`config.mk`:
```
export PLATFORM = sky130hd
export DESIGN_NAME = xadc_drp_sequencer
export DESIGN_NICKNAME = d
export VERILOG_FILES = /design/src/rtl/xadc_pkg.sv /design/src/rtl/xadc_rr_pick.sv /design/src/rtl/xadc_drp_sequencer.sv
export SDC_FILE = /design/constraint.sdc
export NUM_CORES = 1
export LEC_CHECK = 0
export ABC_CLOCK_PERIOD_IN_PS = 1590
export CAP_MARGIN = 10
export CORE_ASPECT_RATIO = 1.25
export CORE_UTILIZATION = 30
export CTS_BUF_LIST = sky130_fd_sc_hd__clkbuf_8
export CTS_CLUSTER_DIAMETER = 80
export DETAILED_ROUTE_END_ITERATION = 8
export GPL_ROUTABILITY_DRIVEN = 0
export PLACE_DENSITY_LB_ADDON = 0.1
export SETUP_SLACK_MARGIN = 0.1
export SYNTH_ARGS = -nofsm -noshare
export SYNTH_HDL_FRONTEND = slang
export SYNTH_SLANG_ARGS = --single-unit
```
`constraint.sdc`:
```
create_clock -name clk -period 1.59 [get_ports clk]
set_clock_uncertainty 0.15 [all_clocks]
set_input_delay 0.318 -clock clk [delete_from_list [all_inputs] [get_ports clk]]
set_output_delay 0.318 -clock clk [all_outputs]
set_load 0.005 [all_outputs]
```
`src/rtl/xadc_pkg.sv`:
```
// Shared constants and types for the XADC DRP read sequencer and its helpers.
package xadc_pkg;

  localparam logic [6:0] XADC_ADDR_VAUX0  = 7'h10;
  localparam logic [6:0] XADC_ADDR_VAUX12 = 7'h1C;

  localparam int SAMPLE_W = 12;
  localparam int CH_IDX_W = 3;
  localparam int MAX_NCH  = 8;

  typedef enum logic [1:0] {
    ST_IDLE,
    ST_ISSUE,
    ST_WAIT,
    ST_STORE
  } seq_state_e;

endpackage

```
`src/rtl/xadc_rr_pick.sv`:
```
// Round-robin finder: first enabled channel strictly after ptr, wrapping modulo NCH.
module xadc_rr_pick
  import xadc_pkg::*;
#(
  parameter int NCH = 2
) (
  input  logic [CH_IDX_W-1:0] ptr,
  input  logic [NCH-1:0]      ch_en,
  output logic [CH_IDX_W-1:0] ch,
  output logic                any
);

  logic [MAX_NCH-1:0]  en_wide;
  logic [CH_IDX_W-1:0] idx;

  // NOTE: every variable written here gets a default before the loop so no
  // path leaves it unassigned (which would infer a latch); blocking '=' is
  // correct in combinational logic because later statements must see the
  // updated 'any'.
  always_comb begin
    en_wide            = '0;
    en_wide[NCH-1:0]   = ch_en;
    ch                 = '0;
    any                = 1'b0;
    idx                = '0;
    for (int k = 1; k <= NCH; k++) begin
      idx = CH_IDX_W'((int'(ptr) + k) % NCH);
      if (!any && en_wide[idx]) begin
        any = 1'b1;
        ch  = idx;
      end
    end
  end

endmodule

```
`src/rtl/xadc_drp_sequencer.sv`:
```
// Round-robin XADC DRP read sequencer with per-channel 12-bit holding registers.
// Optional DRP wait timeout is compiled in with `define XADC_SEQ_TIMEOUT_EN.
module xadc_drp_sequencer
  import xadc_pkg::*;
#(
  parameter int               NCH      = 2,
  parameter logic [NCH*7-1:0] CH_ADDRS = {XADC_ADDR_VAUX0, XADC_ADDR_VAUX12},
  parameter int               TIMEOUT  = 63
) (
  input  logic                    clk,
  input  logic                    rst,
  input  logic [NCH-1:0]          ch_en,
  input  logic                    eoc,
  input  logic                    drdy,
  input  logic [15:0]             do_in,
  output logic                    den,
  output logic [6:0]              daddr,
  output logic                    dwe,
  output logic                    busy,
  output logic [NCH*SAMPLE_W-1:0] sample,
  output logic                    sample_vld,
  output logic [2:0]              sample_ch,
  output logic                    timeout_err
);

  if (NCH < 1 || NCH > MAX_NCH || TIMEOUT < 1) begin : g_bad_params
    $error("xadc_drp_sequencer: NCH must be 1..8 and TIMEOUT at least 1");
  end

  seq_state_e          state;
  logic [CH_IDX_W-1:0] ptr;
  logic [CH_IDX_W-1:0] ch;
  logic                pend;
  logic [CH_IDX_W-1:0] pick_ch;
  logic                pick_any;
  logic                unused_do_low;

  // The low nibble of the DRP word is below the converter's 12-bit resolution.
  assign unused_do_low = ^do_in[3:0];
  assign dwe           = 1'b0;

  xadc_rr_pick #(.NCH(NCH)) u_pick (
    .ptr   (ptr),
    .ch_en (ch_en),
    .ch    (pick_ch),
    .any   (pick_any)
  );

`ifdef XADC_SEQ_TIMEOUT_EN
  localparam int CNT_W = $clog2(TIMEOUT + 1);

  logic [CNT_W-1:0] wait_cnt;
  logic             wait_expired;

  assign wait_expired = (wait_cnt == CNT_W'(TIMEOUT - 1));
`endif

  // NOTE: the holding registers are flops, not a RAM, so they take the reset
  // like any other state; consumers rely on reading zero before first capture.
  always_ff @(posedge clk) begin
    if (rst) begin
      state       <= ST_IDLE;
      ptr         <= CH_IDX_W'(NCH - 1);
      ch          <= '0;
      pend        <= 1'b0;
      den         <= 1'b0;
      daddr       <= '0;
      busy        <= 1'b0;
      sample      <= '0;
      sample_vld  <= 1'b0;
      sample_ch   <= '0;
      timeout_err <= 1'b0;
`ifdef XADC_SEQ_TIMEOUT_EN
      wait_cnt    <= '0;
`endif
    end else begin
      den         <= 1'b0;
      sample_vld  <= 1'b0;
      timeout_err <= 1'b0;

      // One-deep request memory for conversions that finish while we are busy.
      if (eoc && (|ch_en) && state != ST_IDLE) begin
        pend <= 1'b1;
      end

      case (state)
        ST_IDLE: begin
          if ((eoc || pend) && pick_any) begin
            ch    <= pick_ch;
            daddr <= CH_ADDRS[int'(pick_ch)*7 +: 7];
            den   <= 1'b1;
            busy  <= 1'b1;
            pend  <= 1'b0;
            state <= ST_ISSUE;
          end
        end

        ST_ISSUE: begin
          state <= ST_WAIT;
`ifdef XADC_SEQ_TIMEOUT_EN
          wait_cnt <= '0;
`endif
        end

        ST_WAIT: begin
          // Capture straight from the DRP bus so the result is visible the
          // cycle after drdy; STORE is the cycle the pulse is on the outputs.
          if (drdy) begin
            sample[int'(ch)*SAMPLE_W +: SAMPLE_W] <= do_in[15:4];
            sample_vld <= 1'b1;
            sample_ch  <= ch;
            state      <= ST_STORE;
          end
`ifdef XADC_SEQ_TIMEOUT_EN
          else if (wait_expired) begin
            timeout_err <= 1'b1;
            ptr         <= ch;
            busy        <= 1'b0;
            state       <= ST_IDLE;
          end else begin
            wait_cnt <= wait_cnt + 1'b1;
          end
`endif
        end

        ST_STORE: begin
          ptr   <= ch;
          busy  <= 1'b0;
          state <= ST_IDLE;
        end

        default: begin
          busy  <= 1'b0;
          state <= ST_IDLE;
        end
      endcase
    end
  end

endmodule

```
==> results of run 1 <==
repair_timing:
| item | 4_1_cts | 5_1_grt |
|---|---|---|
| setup endpoints to repair | 42 | 15 |
| setup buffers | 1 | 0 |
| pin swaps | 0 | 1 |
| gates resized for setup | 46 | 5 |
layout make-up:
type                            instances  share of cell area
Clock buffer                            6             0.03885
Inverter                                4            0.007063
Clock inverter                          2             0.01648
Tap cell                               58             0.03414
Multi-Input combinational cell        104              0.3008
Sequential cell                        35              0.3373
Timing Repair Buffer                   61              0.2655
state kept, by name (all words and copies together), names as in the netlist:
signal      cells
pend            1
den             1
daddr           2
sample_vld      1
ptr             1
state           2
ch              1
busy            1
sample_ch       1
sample         24
final timing paths:
check	startpoint	end	slack [ns]	cells after the start
max	daddr[3]	daddr[2]	0.14	2
min	sample[19]	sample[19]	0.30	2
max reg2reg	state[0]	state[1]	0.15	5
min reg2reg	sample[19]	sample[19]	0.30	2
synthesized netlist by cell type:
cell type  instances
a2111oi_2          1
a211oi_1           2
a21oi_1           16
a2bb2oi_1          1
a311o_1            1
a31o_2             1
and2_1             1
and3_1             1
and4_2             1
buf_2              4
buf_4              9
buf_6              1
clkbuf_1           3
conb_1             1
dfxtp_1           35
ha_1               3
inv_1              4
mux2i_1           13
nand2_1           26
nand3_1            2
nand3b_1           1
nor2_1            17
nor2b_1            2
o211ai_1           2
o21bai_1           1
o221a_1            1
o221a_2            1
o22ai_2            1
or2_2              1
metrics by stage:
stage | cells | setup WS [ns] | TNS [ns] | instance area (um^2)
2_1_floorplan | 160 | 0.1205 | 0 | 1439
3_3_place_gp | 261 | -0.1020 | -1.402 | 1997
3_5_place_dp | 261 | -0.1612 | -2.279 | 1997
4_1_cts | 270 | 0.1005 | 0 | 2115
5_1_grt | 270 | 0.1009 | 0 | 2126
6_report | 270 | 0.1409 | 0 | 2126
worst max-delay path, stage by stage (launching register included):
cell           delay [ns]
dfxtp_2              0.32
buf_4                0.12
dlygate4sd2_1        0.26
layer usage:
layer,vias up,wire length [um]
met1,589,1322
met4,0,59
li1,612,-
met3,5,210
met2,38,1700
met5,-,0
power groups by stage:
stage	Clock, mW	Sequential [mW]	Combinational (mW)
after floorplan	0	1.04	0.366
after detailed placement	0	1.05	0.639
after global placement	0	1.04	0.612
final	0.817	1.04	0.638
after global routing	0.893	1.06	0.699
after CTS	0.846	1.03	0.638
cells by family after synthesis:
| family | after synthesis | share of synthesized area |
|---|---|---|
| fa+ha+maj | 3 | 0.02658 |
| other cells | 1 | 0.002655 |
| simple gates | 52 | 0.1559 |
| flops | 35 | 0.4960 |
| mux | 13 | 0.09211 |
| compound gates | 28 | 0.1382 |
| buf+inv | 21 | 0.08857 |
==> run metrics, run 1 <==
CP Launch Type flip-flop; Final Setup Violations 0; syn avg cell area between 9 and 10 um^2; Post-Synthesis Cell Area 1413 um^2; Antenna Diode Count 0; clock tree from TritonCTS yes; WL per Instance approximately 12 um; Yosys top cell area share 0.4960; fin nets 236; gr busiest metal met2; grt met1 use 0.1440; Vias/cell between 4 and 5; Max VDD drop 0.5985 mV; largest net degree at the start of global routing 23; clock latency on the worst-skew pair around 0.28 ns; vias in the first global route approximately 1200; RSZ-0062 raised after global routing no; hold bufs inserted after CTS 0; Port-buffer cells 48; Initial DRC Count 43; CP required roughly 1.1 ns; PwrDens ~1200 nW/um^2; Netlist cell types 29; DRC Markers 0; Yosys reg bits 35; Die Width 63.38 um; hold_ws ~0.30 ns; DRT Pass-1 Iters 4; # fillers 454; Comb pwr share 0.256; Sink Count 35; Global Route met3 Usage 0.04885; status finished, final reports clean; final worst path period need approximately 1.4 ns; Clock Power Share 0.327; Multi-input gate area roughly 640 um^2; Final Max Slew Viols 0; most frequent cells in the layout dlygate4sd2_1 (31), nand2_1 (26), dfxtp_1 (22); Initial Util 0.3168; CP Class reg2out; Syn-to-layout area delta 50.49%; clk slew on worst S/H paths about 0.07 ns; HP Class reg2reg; Tot Pwr ~2.5 mW; Synth area leaders dfxtp_1 (50%), mux2i_1 (9.2%), nand2_1 (6.9%); synth warn 0; CTS Buffer Depth 2; CTS Root Buffer Type clkbuf_8; layout cells sized above 1 0.2170; Fmax 690.1 MHz; Pint around 1.8 mW; first-pass GRT wire length about 5.3 mm; DP HPWL approximately 2.4 mm; max cap viols 0; NetSw between 0.6 and 0.7 mW; die area ~5000 um^2; Seq pwr share 0.417; DR vias approximately 1200; post-route ant nets 0; GRT overflow 0; fin util 0.4767; row count 27; Leak 1.031 nW; endpoints failing hold 0; CTS HTree Levels 2; Reg area roughly 700 um^2; WP data arrival ~1 ns; Die Height slightly below 80 um; initial antenna violation count 0; Worst setup EP type primary output; Switching Fraction 0.2686; Syn Inst Count about 150; Core Area roughly 4500 um^2; post-synthesis sequential area ratio 0.4960; GRT Resource Usage Total 0.1396; Final Cycle Share 0.9114; I/O pins 61; area leader, netlist dfxtp_1; Max FO, Critical Path 2; final wirelength roughly 3.3 mm; commonest non-fill, non-tap cell in the layout dlygate4sd2_1; CTS Buf Count 5; M2 GR Usage 0.2479
No activity file was read; power rests on OpenSTA's default activity.
==> run 2, diff against run 1 <==
--- a/config.mk
+++ b/config.mk
@@ -7,9 +7,11 @@
 export LEC_CHECK = 0
 export ABC_CLOCK_PERIOD_IN_PS = 1590
 export CAP_MARGIN = 10
+export CELL_PAD_IN_SITES_DETAIL_PLACEMENT = 1
+export CELL_PAD_IN_SITES_GLOBAL_PLACEMENT = 2
 export CORE_ASPECT_RATIO = 1.25
-export CORE_UTILIZATION = 30
-export CTS_BUF_LIST = sky130_fd_sc_hd__clkbuf_8
+export CORE_UTILIZATION = 24
+export CTS_BUF_LIST = sky130_fd_sc_hd__clkbuf_4
 export CTS_CLUSTER_DIAMETER = 80
 export DETAILED_ROUTE_END_ITERATION = 8
 export GPL_ROUTABILITY_DRIVEN = 0
==> run 2 against run 1 <==
  * The flow now finishes with violations (design-rule violations)
  * Sequential power about the same
  * Maximum frequency up 0.30%
  * Critical endpoint is now state[1]
  * Design area down 1.0%
  * Wire length up 16%
  * Largest cell class unchanged
  * Sequential share of layout area up 1.2 points
  * Hold slack better by 0.0066 ns
==> run metrics, run 2 (synthesized netlist as in run 1, its figures left out) <==
status finished, violations left; worst reg-to-reg path cell count 4; first-pass GRT wire length 6.085 mm; Syn-to-layout area delta 48.98%; Crit. Startpoint state[1]; final std cells w/o fill ~280; Critical Path Max Stage Delay roughly 0.40 ns; clock latency on the worst-skew pair 0.32 ns; failing checks design-rule violations; post-route ant nets 0; CP Class reg2reg; I/O pins between 60 and 70; Fmax ~690 MHz; Initial DRC Count 43; commonest non-fill, non-tap cell in the layout dlygate4sd2_1; hold_sp sample[20]; Port-buffer cells 48; WP data arrival 1.51 ns; clock tree from TritonCTS yes; Die Height ~88 um; Worst R2R Setup Slack approximately 0.15 ns; Largest register FFs 24; largest registers sample x24, daddr x2, state x2; CP required around 1.7 ns; Sink Count 35; DRT Pass-1 Iters 6; GRT overflow 0; CP Launch Type flip-flop; final worst path period need roughly 1.4 ns; PwrDens around 1000 nW/um^2; clk slew on worst S/H paths roughly 0.10 ns; HP Class reg2reg; placed insts 270; RSZ-0062 raised after global routing yes; critical path cell sequence inv_1 -> ha_2 -> and4_2 -> a311o_1; WL per Instance approximately 14 um; CTS Root Buffer Type clkbuf_4; Place WS -0.1781 ns; Initial Util 0.2543; Final Max Slew Viols 0; Vias/cell 4.456; DR vias 1252; Worst setup EP type flip-flop; final wirelength 3.823 mm; CTS HTree Levels 2; GRT Resource Usage Total 0.1288; Worst path slowest cell dfxtp_2; Core Area between 5000 and 6000 um^2; Leak a little over 1 nW; die area 6199 um^2; fin nets ~240; register with the most flip-flops sample; layout cells sized above 1 0.2903; Final Setup Violations 0; CTS Buf Count 5; most frequent cells in the layout dlygate4sd2_1 (30), dfxtp_2 (28), nand2_1 (26); endpoints failing hold 0; worst reg2reg path endpoint state[1]; FF-to-FF Start state[1]; vias in the first global route between 1000 and 1500; largest net degree at the start of global routing 13; Antenna Diode Count 0; DRC Markers 10; CTS Buffer Depth 2; max cap viols 0; Final Cycle Share 0.9087; Max FO, Critical Path 9; hold depth 2; DP HPWL ~3 mm; row count 30; Max VDD drop a little over 0.7 mV; initial antenna violation count 0; Setup WS post-layout roughly 0.15 ns; Endpoint, Worst Hold sample[20]; Die Width ~71 um
==> run 2: repair_timing <==
action	in CTS	in global routing
setup buffers	3	0
gates resized for setup	64	3
hold buffers	0	0
setup endpoints to repair	47	15
==> run 2: power breakdown <==
part | total (mW) | internal, mW | switching [mW]
Sequential | 1.04 | 0.979 | 0.0646
Combinational | 0.650 | 0.345 | 0.305
Clock | 0.464 | 0.181 | 0.283
==> run 2: worst max-delay path by stage <==
stage	end	slack (ns)	cells past startpoint
detailed placement	state[0]	-0.18	5
floorplan	sample[3]	0.12	6
global placement	state[1]	-0.11	4
global route	ch[0]	0.08	5
CTS	state[1]	0.10	5
finish	state[1]	0.15	4
==> run 2: final cells by class <==
cell class	count	area, um^2
Fill cell	667	3451
Sequential cell	35	735.7
Multi-Input combinational cell	104	635.6
Timing Repair Buffer	66	585.6
Tap cell	64	80.08
Clock buffer	6	45.04
Inverter	4	15.01
Clock inverter	2	7.507
==> run 2: worst max-delay path, delay by kind of cell (launching register included) <==
family / cells / cell delay, ns
buf+inv: 1 / 0.06
compound gates: 1 / 0.27
fa+ha+maj: 1 / 0.23
flops: 1 / 0.40
simple gates: 1 / 0.22
==> run 2: metrics by stage <==
step / utilization / setup TNS (ns) / power, mW / cell area (um^2) / hold slack [ns]
final: 0.3788 / 0 / 2.158 / 2105 / 0.3092
after global routing: 0.3788 / 0 / 2.306 / 2105 / 0.3283
after CTS: 0.3795 / 0 / 2.201 / 2108 / 0.3146
after detailed placement: 0.3626 / -2.705 / 1.707 / 2014 / 0.3053
after global placement: 0.3626 / -1.467 / 1.668 / 2014 / 0.2964
after floorplan: - / 0 / 1.410 / 1439 / 0.3027
==> run 2: per-layer routing <==
| layer | GRT usage | part of all wire | up-vias |
|---|---|---|---|
| li1 | - | - | 624 |
| met1 | 0.1358 | 0.39 | 593 |
| met2 | 0.2462 | 0.54 | 30 |
| met3 | 0.02992 | 0.051 | 5 |
| met4 | 0.05455 | 0.015 | 0 |
| met5 | 0 | 0 | - |
